<file path="src/rtl/mem_arb_pkg.sv">
// rtl/mem_arb_pkg.sv - shared encodings, FSM states and defaults for mem_arbiter
package mem_arb_pkg;

    localparam logic [1:0] W_BYTE = 2'b00;
    localparam logic [1:0] W_HALF = 2'b01;
    localparam logic [1:0] W_WORD = 2'b10;

    localparam logic [31:0] RPG_BASE_DEFAULT = 32'h0800_0000;

    typedef enum logic [1:0] {
        IDLE    = 2'd0,
        CPU_ACC = 2'd1,
        RPG_ACC = 2'd2,
        DONE    = 2'd3
    } arb_state_t;

endpackage

</file>
<file path="src/rtl/mem_arbiter_if.sv">
// rtl/mem_arbiter_if.sv - request/ok memory bus shared by the CPU side and the memory side
interface mem_bus_if;

    logic [31:0] addr;
    logic [31:0] wdata;
    logic [1:0]  width;
    logic        read;
    logic        write;
    logic [31:0] rdata;
    logic        ok;

    modport master (output addr, wdata, width, read, write, input rdata, ok);
    modport slave  (input addr, wdata, width, read, write, output rdata, ok);

endinterface

</file>
<file path="src/rtl/mem_arbiter_rpg_fifo.sv">
// rtl/mem_arbiter_rpg_fifo.sv - synchronous FIFO buffering reprogrammer word writes
module rpg_fifo #(
    parameter int DEPTH = 4,
    parameter int WIDTH = 45,
    localparam int PW = $clog2(DEPTH),
    localparam int CW = PW + 1
) (
    input  logic             clk,
    input  logic             rstn,
    input  logic             push,
    input  logic [WIDTH-1:0] push_data,
    input  logic             pop,
    output logic [WIDTH-1:0] pop_data,
    output logic             full,
    output logic             empty,
    output logic [CW-1:0]    count
);

    logic [WIDTH-1:0] store [DEPTH];
    logic [PW-1:0]    wr_ptr;
    logic [PW-1:0]    rd_ptr;
    logic             do_push;
    logic             do_pop;

    assign full     = (count == CW'(DEPTH));
    assign empty    = (count == '0);
    assign do_pop   = pop && !empty;
    // A pop frees the slot in the same cycle, so a full FIFO can still accept.
    assign do_push  = push && (!full || do_pop);
    assign pop_data = store[rd_ptr];

    always_ff @(posedge clk or negedge rstn) begin
        if (!rstn) begin
            wr_ptr <= '0;
            rd_ptr <= '0;
            count  <= '0;
        end else begin
            if (do_push) wr_ptr <= wr_ptr + PW'(1);
            if (do_pop)  rd_ptr <= rd_ptr + PW'(1);
            count <= count + CW'(do_push) - CW'(do_pop);
        end
    end

    always_ff @(posedge clk) begin
        if (do_push) store[wr_ptr] <= push_data;
    end

endmodule

</file>
<file path="src/rtl/mem_arbiter.sv">
// rtl/mem_arbiter.sv - CPU / reprogrammer arbiter for the memory port (optional RPG_CHECKSUM_EN)
module mem_arbiter
    import mem_arb_pkg::*;
#(
    parameter int          RPG_FIFO_DEPTH = 4,
    parameter logic [31:0] RPG_BASE       = RPG_BASE_DEFAULT,
    parameter int          RPG_AW         = 13
) (
    input  logic              clk,
    input  logic              rstn,
    input  logic              rpg_mode,
    mem_bus_if.slave          cpu,
    input  logic [RPG_AW-1:0] rpg_addr,
    input  logic [31:0]       rpg_data,
    input  logic              rpg_write,
    output logic              rpg_overflow,
    output logic [7:0]        rpg_xorc,
    mem_bus_if.master         mem
);

    localparam int CW = $clog2(RPG_FIFO_DEPTH) + 1;

    arb_state_t            state, next_state;
    logic [RPG_AW+31:0]    head;
    logic [RPG_AW-1:0]     head_addr;
    logic [31:0]           head_data;
    logic                  fifo_full, fifo_empty, rpg_pop;
    logic [CW-1:0]         fifo_count;

    assign head_addr = head[RPG_AW+31:32];
    assign head_data = head[31:0];
    assign rpg_pop   = (state == RPG_ACC) && mem.ok;

    rpg_fifo #(.DEPTH(RPG_FIFO_DEPTH), .WIDTH(RPG_AW + 32)) u_fifo (
        .clk       (clk),
        .rstn      (rstn),
        .push      (rpg_write),
        .push_data ({rpg_addr, rpg_data}),
        .pop       (rpg_pop),
        .pop_data  (head),
        .full      (fifo_full),
        .empty     (fifo_empty),
        .count     (fifo_count)
    );

    always_ff @(posedge clk or negedge rstn) begin
        if (!rstn) state <= IDLE;
        else       state <= next_state;
    end

    // A nearly-full FIFO preempts the CPU so reprogrammer strobes are not lost.
    always_comb begin
        next_state = state;
        case (state)
            IDLE: begin
                if (!fifo_empty && (rpg_mode || fifo_count >= CW'(RPG_FIFO_DEPTH - 1)))
                    next_state = RPG_ACC;
                else if (!rpg_mode && (cpu.read || cpu.write))
                    next_state = CPU_ACC;
                else if (!fifo_empty)
                    next_state = RPG_ACC;
            end
            CPU_ACC, RPG_ACC: if (mem.ok) next_state = DONE;
            DONE:             next_state = IDLE;
            default:          next_state = IDLE;
        endcase
    end

    always_ff @(posedge clk or negedge rstn) begin
        if (!rstn) begin
            mem.addr  <= '0;
            mem.wdata <= '0;
            mem.width <= '0;
            mem.read  <= 1'b0;
            mem.write <= 1'b0;
        end else begin
            case (next_state)
                CPU_ACC: begin
                    mem.addr  <= cpu.addr;
                    mem.wdata <= cpu.wdata;
                    mem.width <= cpu.width;
                    mem.read  <= cpu.read;
                    mem.write <= cpu.write && !cpu.read;
                end
                RPG_ACC: begin
                    mem.addr  <= RPG_BASE + {{(30 - RPG_AW){1'b0}}, head_addr, 2'b00};
                    mem.wdata <= head_data;
                    mem.width <= W_WORD;
                    mem.read  <= 1'b0;
                    mem.write <= 1'b1;
                end
                default: begin
                    mem.addr  <= '0;
                    mem.wdata <= '0;
                    mem.width <= '0;
                    mem.read  <= 1'b0;
                    mem.write <= 1'b0;
                end
            endcase
        end
    end

    always_ff @(posedge clk or negedge rstn) begin
        if (!rstn) begin
            cpu.ok       <= 1'b0;
            cpu.rdata    <= '0;
            rpg_overflow <= 1'b0;
        end else begin
            cpu.ok <= (state == CPU_ACC) && mem.ok;
            if ((state == CPU_ACC) && mem.ok) cpu.rdata <= mem.rdata;
            if (rpg_write && fifo_full && !rpg_pop) rpg_overflow <= 1'b1;
        end
    end

`ifdef RPG_CHECKSUM_EN
    always_ff @(posedge clk or negedge rstn) begin
        if (!rstn)
            rpg_xorc <= 8'h00;
        else if (rpg_pop)
            rpg_xorc <= rpg_xorc ^ head_data[31:24] ^ head_data[23:16]
                                 ^ head_data[15:8]  ^ head_data[7:0];
    end
`else
    assign rpg_xorc = 8'h00;
`endif

endmodule

</file>
<file path="src/flat_wrapper.sv">
// flat-port wrapper written by rule: the top's interface ports become plain ports
module mem_arbiter_flat import mem_arb_pkg::*;
#(
    parameter int          RPG_FIFO_DEPTH = 4,
    parameter logic [31:0] RPG_BASE       = RPG_BASE_DEFAULT,
    parameter int          RPG_AW         = 13
)
  (clk, rstn, rpg_mode, rpg_addr, rpg_data, rpg_write, rpg_overflow, rpg_xorc, cpu_addr, cpu_wdata, cpu_width, cpu_read, cpu_write, cpu_rdata, cpu_ok, mem_addr, mem_wdata, mem_width, mem_read, mem_write, mem_rdata, mem_ok);
  mem_bus_if cpu_i ();
  mem_bus_if mem_i ();
  input  logic clk;
  input  logic rstn;
  input  logic rpg_mode;
  input  logic [RPG_AW-1:0] rpg_addr;
  input  logic [31:0] rpg_data;
  input  logic rpg_write;
  output logic rpg_overflow;
  output logic [7:0] rpg_xorc;
  input wire logic [$bits(cpu_i.addr)-1:0] cpu_addr;
  input wire logic [$bits(cpu_i.wdata)-1:0] cpu_wdata;
  input wire logic [$bits(cpu_i.width)-1:0] cpu_width;
  input wire logic [$bits(cpu_i.read)-1:0] cpu_read;
  input wire logic [$bits(cpu_i.write)-1:0] cpu_write;
  output wire logic [$bits(cpu_i.rdata)-1:0] cpu_rdata;
  output wire logic [$bits(cpu_i.ok)-1:0] cpu_ok;
  output wire logic [$bits(mem_i.addr)-1:0] mem_addr;
  output wire logic [$bits(mem_i.wdata)-1:0] mem_wdata;
  output wire logic [$bits(mem_i.width)-1:0] mem_width;
  output wire logic [$bits(mem_i.read)-1:0] mem_read;
  output wire logic [$bits(mem_i.write)-1:0] mem_write;
  input wire logic [$bits(mem_i.rdata)-1:0] mem_rdata;
  input wire logic [$bits(mem_i.ok)-1:0] mem_ok;
  assign cpu_i.addr = cpu_addr;
  assign cpu_i.wdata = cpu_wdata;
  assign cpu_i.width = cpu_width;
  assign cpu_i.read = cpu_read;
  assign cpu_i.write = cpu_write;
  assign cpu_rdata = cpu_i.rdata;
  assign cpu_ok = cpu_i.ok;
  assign mem_addr = mem_i.addr;
  assign mem_wdata = mem_i.wdata;
  assign mem_width = mem_i.width;
  assign mem_read = mem_i.read;
  assign mem_write = mem_i.write;
  assign mem_i.rdata = mem_rdata;
  assign mem_i.ok = mem_ok;
  mem_arbiter #(.RPG_FIFO_DEPTH(RPG_FIFO_DEPTH), .RPG_BASE(RPG_BASE), .RPG_AW(RPG_AW)) u_core (.clk(clk), .rstn(rstn), .rpg_mode(rpg_mode), .cpu(cpu_i), .rpg_addr(rpg_addr), .rpg_data(rpg_data), .rpg_write(rpg_write), .rpg_overflow(rpg_overflow), .rpg_xorc(rpg_xorc), .mem(mem_i));
endmodule
</file>
<file path="config.mk">
export PLATFORM = sky130hd
export DESIGN_NAME = mem_arbiter_flat
export DESIGN_NICKNAME = d
export VERILOG_FILES = /design/src/rtl/mem_arb_pkg.sv /design/src/rtl/mem_arbiter_if.sv /design/src/rtl/mem_arbiter_rpg_fifo.sv /design/src/rtl/mem_arbiter.sv /design/src/flat_wrapper.sv
export SDC_FILE = /design/constraint.sdc
export NUM_CORES = 1
export LEC_CHECK = 0
export CELL_PAD_IN_SITES_DETAIL_PLACEMENT = 0
export CELL_PAD_IN_SITES_GLOBAL_PLACEMENT = 1
export CORE_UTILIZATION = 45
export DETAILED_ROUTE_END_ITERATION = 16
export PLACE_DENSITY_LB_ADDON = 0.15
export SLEW_MARGIN = 20
export SYNTH_ARGS = -nofsm -noshare
export SYNTH_HDL_FRONTEND = slang
export SYNTH_SLANG_ARGS = --single-unit
</file>
<file path="constraint.sdc">
create_clock -name clk -period 6.47 [get_ports clk]
set_input_delay 0.647 -clock clk [delete_from_list [all_inputs] [get_ports clk]]
set_output_delay 0.647 -clock clk [all_outputs]
set_load 0.02 [all_outputs]
</file>
**Word-level counts from Yosys, hierarchy flattened**

Memories as Yosys holds them, arrays and structs flattened.
Index checks and enable logic that the tools add are counted.

- Word-level logic and storage cells: 57
- Input bits: 150
- Memories kept: 1
- RAM bits: 180
- Bits in registers: 111

Memories:

| name | depth | width | read ports | clocked after Yosys merged registers in | wr ports | RTL line | source |
|---|---|---|---|---|---|---|---|
| u_core.u_fifo.store | 4 | 45 | 1 | 0 | 1 | mem_arbiter_rpg_fifo.sv:19 | `logic [WIDTH-1:0] store [DEPTH];` |

- $add $sub $neg: 5
- Eq/ne operators: 6
- Muxes and demuxes: 12
- Order comparisons: 1
- Reduce and logical (&&, ||, !) cells: 20

Operators with widths:

| cell | count |
|---|---|
| one-hot mux 32 bit (2 select lines) | 2 |
| adder 28 x 15 -> 29 bit (first input constant) | 1 |
| logical AND 1 bit | 9 |
| two-way mux 2 bit | 4 |
| == test 2 bit (second input constant) | 3 |
| one-hot mux 2 bit (3 select lines) | 1 |
| logical NOT 1 bit | 5 |
| adder 2 x 1 -> 2 bit (second input constant) | 2 |
| == test 2 x 1 -> 1 bit (second input constant) | 2 |
| one-hot mux 2 bit (2 select lines) | 1 |
| adder 3 x 1 -> 3 bit | 1 |
| == test 3 bit (second input constant) | 1 |
| >= comparator 3 x 2 -> 1 bit (second input constant) | 1 |
| logical NOT 3 bit | 1 |
| logical OR 1 bit | 3 |
| two-way mux 1 bit | 3 |
| subtractor 3 x 1 -> 3 bit | 1 |
| logical NOT 2 bit | 1 |
| one-hot mux 1 bit (2 select lines) | 1 |
| OR reduction 2 bit | 1 |

**Logic depth before layout (Yosys ltp)**

- Word-level depth: 7
- Mapped depth: 11
- Depth with buffers taken out: 11

**By module**

Synthesis repeated with hierarchy kept, for this count alone.

- Cell total of the unflattened synthesis: 528
- Area total of the unflattened synthesis: 10,948.0 µm²

Modules (own cells, without submodules):

| module | area each (µm²) | sequential area each (µm²) | instances | cells each |
|---|---|---|---|---|
| rpg_fifo | 6,945.4 | 5,580.4 | 1 | 270 |
| mem_arbiter | 4,002.6 | 2,602.5 | 1 | 258 |

**Worst setup path before layout**

Ideal clock, no wire load.

- Path kind: in2reg
- Start: input mem_ok
- End: memory u_core.u_fifo.store[0][0], enable pin
- Arrival time: 2,243 ps
- Setup slack: 3,820 ps
- Stages on the path: 3
- Cell sequence: nand2_1 > a31oi_1 > and2_1

- Longest elaborated chain between the ends: 6

Ends and longest elaborated chain:

| what | RTL line | source |
|---|---|---|
| start, declared | flat_wrapper.sv:32 | `input wire logic [$bits(mem_i.ok)-1:0] mem_ok;` |
| logical AND 1 bit | mem_arbiter.sv:32 | `assign rpg_pop = (state == RPG_ACC) && mem.ok;` |
| logical AND 1 bit | mem_arbiter_rpg_fifo.sv:27 | `assign do_pop = pop && !empty;` |
| logical OR 1 bit | mem_arbiter_rpg_fifo.sv:29 | `assign do_push = push && (!full \|\| do_pop);` |
| logical AND 1 bit | mem_arbiter_rpg_fifo.sv:29 |  |
| two-way mux 1 bit | mem_arbiter_rpg_fifo.sv:45 | `if (do_push) store[wr_ptr] <= push_data;` |
| two-way mux 1 bit (not written as such) | mem_arbiter_rpg_fifo.sv:45 |  |
| end, declared | mem_arbiter_rpg_fifo.sv:19 |  |

No other way between the ends.

**Worst setup path in the final report**

- Start: register u_core.u_fifo.count[1]
- End: register u_core.mem.addr[12]

- Longest elaborated chain between the ends: 7

Ends and longest elaborated chain:

| what | RTL line | source |
|---|---|---|
| start, declared | mem_arbiter_rpg_fifo.sv:16 | `output logic [CW-1:0] count` |
| start signal, assigned | mem_arbiter_rpg_fifo.sv:40 | `count <= count + CW'(do_push) - CW'(do_pop);` |
| >= comparator 3 x 2 -> 1 bit or logical NOT 3 bit (tied branches) | mem_arbiter.sv:56, mem_arbiter_rpg_fifo.sv:26 |  |
| logical OR 1 bit (tied with other cells) | mem_arbiter.sv:56 | `if (!fifo_empty && (rpg_mode \|\| fifo_count >= CW'(RPG_FIFO_DEPTH - 1)))` |
| logical AND 1 bit or two-way mux 2 bit (tied branches) | mem_arbiter.sv:56, mem_arbiter.sv:58 |  |
| two-way mux 2 bit * | mem_arbiter.sv:56 |  |
| one-hot mux 2 bit (3 select lines) * | mem_arbiter.sv:54 | `case (state)` |
| via u_core.next_state[0] | mem_arbiter.sv:23 | `arb_state_t state, next_state;` |
| == test 2 bit or == test 2 x 1 -> 1 bit (tied branches) | mem_arbiter.sv:77 | `case (next_state)` |
| one-hot mux 32 bit (2 select lines) * | mem_arbiter.sv:77 |  |
| end, declared | mem_arbiter_if.sv:12 | `modport master (output addr, wdata, width, read, write, input rdata, ok);` |

Mark *: on every way through the listed nets, which the timed path passes. The rest lies on a longest branch.
A chain may end at the register's enable or synchronous reset.

==> results.md <==
- The fraction of synthesized area in multiplexers is 12.9%.
- STA classifies the critical path endpoint as a flop.
- The maximum buffer depth of the clock tree is 3.
- The share of the clock period used by the worst path is 48.2%.
- For this block, the routed nets add up to 22,000 µm of wire.
- The power spent charging and discharging nets is 2070 µW.
- The signal arrival time at the worst endpoint is 3.59 ns.
- For this run, the number of standard cells in the final layout without fillers is 1,140.
- The row count is 56.
- The clock tree from TritonCTS is done.
- Setup repair after global routing left no endpoint under its margin.
- Hold timing on the final database bottoms out at a slack of 0.0585 ns.
- The overall track demand over capacity in global routing is 18.5%.
- The hold violation count in the final report is 0.
- The total die area is 0.0245 mm².
- The H-tree depth reported by CTS is 1.
- The global route total overflow is 0.
- The number of hold buffers added after CTS was 0.
- For this run, design rule violations remaining after detail routing come to 0.
- The worst-margin pin slew is 0.972 ns.
- The clock insertion delay at the later pin of the skew report is 0.54 ns.
- In this run the vertical extent of the chip is 157 µm.
- Buffers added to address setup during post-CTS repair amount to 0.
- The placer's final routability congestion estimate is 0.776.
- Across the run, the number of max-cap violations was 0.
- The first TritonRoute pass finished after 4 iterations.
- Once the floorplan was initialized, standard cells occupied 45.8% of the core.
- Of the total synthesized cell area, the portion taken by full adders, half adders and majority gates is 1.58%.
- The setup TNS is 0 ns.
- At the worst endpoint, the required time is 6.94 ns.
- The xor and xnor area share after synthesis is 0.326%.
- The Yosys warning count is 0.
- The final antenna-violating net count is 0.
- The area overhead of the layout relative to synthesis is 34.7%.
- Net switching is 31.1% of the power.
- Dividing total power by cell area gives a power density of 460 mW/mm².
- The worst ir drop on vdd is 274 µV.
- Summing the areas of all and, or, nand and nor instances in the mapped netlist gives 1.95% of the synthesized area.
- The HPWL after detailed placement is 14,000 µm.
- The peak fanout along the critical path is 45.
- The number of antenna violations at the first check in global routing is 0.
- The fraction of power consumed by the clock network is 22.5%.
- In this run, synthesis inferred 180 flip-flops with an integrated enable.
- In the synthesized netlist, the number of instances is 533.
- The leakage power is 0.00547 µW.
- The count of filler cells inserted in the layout is 1,719.
- The buffer type at the clock tree root is sky130_fd_sc_hd__clkbuf_16.
- The cell area that synthesis handed to floorplanning was 0.0108 mm².
- Cell internal power was estimated by the tool at 4600 µW.
- The count of buffers inserted at the top-level ports is 251.
- The flow ran to the end, and the final reports show no timing, DRC or antenna violations.
- For this run, the register share of the synthesized area comes to 76.1%.
- Entering global routing, the biggest net connects 80 pins.
- For this design the top-level I/O count stands at 260.
- Combinational cells account for 35.8% of the total power.
- The setup skew after layout is 0.0100 ns.
- Once placement completed, the tool counted placed cells totaling 1,086.
- The setup path with the least slack is of type flop to flop.
- The synthesized design contains 291 register bits.
- The number of global-route vias before repair is 6,262.
- The count of vias placed by the detailed router is 5,775.
- Measured along the x axis, the die boundary spans 157 µm.
- The clock net in this run drives a total of 291 sinks.
- The CTS clock-pin slew for the worst setup and hold paths is 0.06 ns.
- The post-route netlist has 16.8% of its cells at a drive strength greater than 1.
- Sorting the synthesized cells by area gives the leading types as sky130_fd_sc_hd__edfxtp_1 50%, sky130_fd_sc_hd__dfrtp_1 26%, sky130_fd_sc_hd__mux4_2 9.4%, sky130_fd_sc_hd__a22o_1 3.7%, sky130_fd_sc_hd__mux2_2 3.5%.
- Headroom to the max-slew limit came out at 35.2%.
- The combinational family with the most area after synthesis is multiplexers.
- The top cell type's share of synthesized area is 50.2%.
- The leading area contributor after synthesis is sky130_fd_sc_hd__edfxtp_1.
- STA classifies the critical path startpoint as a flop.
- The final setup violation count is 0.
- The total power of the final layout is 6670 µW.
- The average cell area after synthesis is 20.2 µm².
- The share of total power dissipated in sequential elements is 41.7%.
- The vias per cell is 5.07.
- Clock tree synthesis inserted a total of 29 buffers.
- Dividing the detail-routed wire length by the instance count gives 19.3 µm.
- The post-route minimum period is 3.12 ns.
- The final antenna diode count is 0.
- The most instantiated flip-flop cell in the synthesis netlist is sky130_fd_sc_hd__edfxtp_1.
- The complex-gate fraction of the synthesized area is 4.88%.
- The path category of the worst min-delay check is input port to async pin.
- The first global-routing pass estimated 34,100 µm of wire.
- The final number of max-transition violations came to 0.
- The number of nets in the layout is 962.
- In the synthesized netlist the async set-or-reset flop fraction comes to 38.1%.
- The core region is 0.0235 mm².
- The maximum achievable frequency is 0.320 GHz.
- The first routing iteration left 192 violations.
- In this run, distinct cell masters in the synthesized netlist total 33.
- The quantity of gates resized following cts is 0.
## power by group through the flow
stage                     clock (µW)  sequential (µW)  combinational (µW)
after global placement             0             2810                2300
after CTS                       1550             2800                2430
after global routing            1620             2850                2590
final                           1500             2780                2390
after detailed placement           0             2830                2430
after floorplan                    0             2960                1300
## cell usage after synthesis, drive strengths merged, types with 2 or more instances
cell type and count:
nor3 2, buf 25, dfrtp 111, mux2 33, edfxtp 180, nand2 4
mux4 45, and2 24, a21oi 4, xnor2 3, o221ai 2, a31oi 2
ha 12, inv 13, a22o 45, nor2b 2, nor2 6, clkbuf 8
## kinds of logic (layout without fill, tap and decap cells)
logic type               after synthesis  in the layout
multiplexers                          78             78
buffers and inverters                 46            327
other                                  1              8
AND/OR/NAND/NOR                       38             38
XOR/XNOR                               4              4
AO/OA/AOI/OAI                         62             62
flip-flops                           291            291
adder cells (fa/ha/maj)               13             13
## critical path: stages (launching register included)
cell                      delay (ns)
sky130_fd_sc_hd__dfrtp_1        0.47
sky130_fd_sc_hd__ha_1           0.24
sky130_fd_sc_hd__nor3_1         0.20
sky130_fd_sc_hd__o21ai_0        0.17
sky130_fd_sc_hd__o32ai_1        0.34
sky130_fd_sc_hd__ha_1           0.63
sky130_fd_sc_hd__nor2b_4        0.25
sky130_fd_sc_hd__buf_4          0.49
sky130_fd_sc_hd__a22o_1         0.25
## through the flow
stage / area, µm² / util [%] / setup slack (ns)
after global placement: 13600 / 57.9 / 2.96
after global routing: 14500 / 61.7 / 3.04
final: 14500 / 61.7 / 3.35
after floorplan: 10800 / - / 3.82
after CTS: 14500 / 61.7 / 3.29
after detailed placement: 13600 / 58.0 / 2.85
## routing by layer
| metal | vias up | share of wire, % | global-route usage, % |
|---|---|---|---|
| met5 | - | 0 | 0 |
| met4 | 0 | 2.4 | 5.42 |
| met3 | 35 | 7.3 | 4.54 |
| met2 | 207 | 50 | 31.3 |
| met1 | 2938 | 41 | 23.6 |
| li1 | 2595 | - | - |
## cells in the final DEF (no fill, tap or decap), drive strengths merged, types with 13 or more instances in the layout
| cell type | synthesis | layout |
|---|---|---|
| mux4 | 45 | 45 |
| and2 | 24 | 24 |
| dfrtp | 111 | 111 |
| a22o | 45 | 45 |
| edfxtp | 180 | 180 |
| clkinv | 0 | 13 |
| inv | 13 | 14 |
| clkdlybuf4s50 | 0 | 250 |
| clkbuf | 8 | 39 |
| mux2 | 33 | 33 |
## state kept, by name, summed over array words and instances (netlist names)
register	flops
u_core.mem.read	1
u_core.u_fifo.rd_ptr	2
u_core.u_fifo.store	180
u_core.u_fifo.count	3
u_core.cpu.ok	1
u_core.mem.width	2
u_core.rpg_overflow	1
u_core.mem.addr	32
u_core.mem.write	1
u_core.u_fifo.wr_ptr	2
u_core.state	2
u_core.cpu.rdata	32
u_core.mem.wdata	32
## worst paths after layout
kind,to,depth (start not counted),slack [ns],start
setup / recovery,u_core.mem.addr[12]$_DFF_PN0_,8,3.35,u_core.u_fifo.count[1]$_DFF_PN0_
hold / removal,u_core.cpu.ok$_DFF_PN0_,1,0.06,rstn
setup reg to reg,u_core.mem.addr[12]$_DFF_PN0_,8,3.35,u_core.u_fifo.count[1]$_DFF_PN0_
hold reg to reg,u_core.rpg_overflow$_DFFE_PN0P_,1,0.47,u_core.rpg_overflow$_DFFE_PN0P_
max in group asynchronous,u_core.mem.addr[20]$_DFF_PN0_,3,5.30,rstn
min in group clk,u_core.rpg_overflow$_DFFE_PN0P_,1,0.47,u_core.rpg_overflow$_DFFE_PN0P_
## layout make-up
class	instances	area [µm²]	area share, %
repair buffers	261	2620	18.1
flip-flops and latches	291	8190	56.5
multi-input cells	203	2380	16.4
clock inverters	14	68.8	0.475
well taps	319	399	2.75
inverters	13	48.8	0.337
clock buffers	39	793	5.47
(Power assumes the default switching activity.)
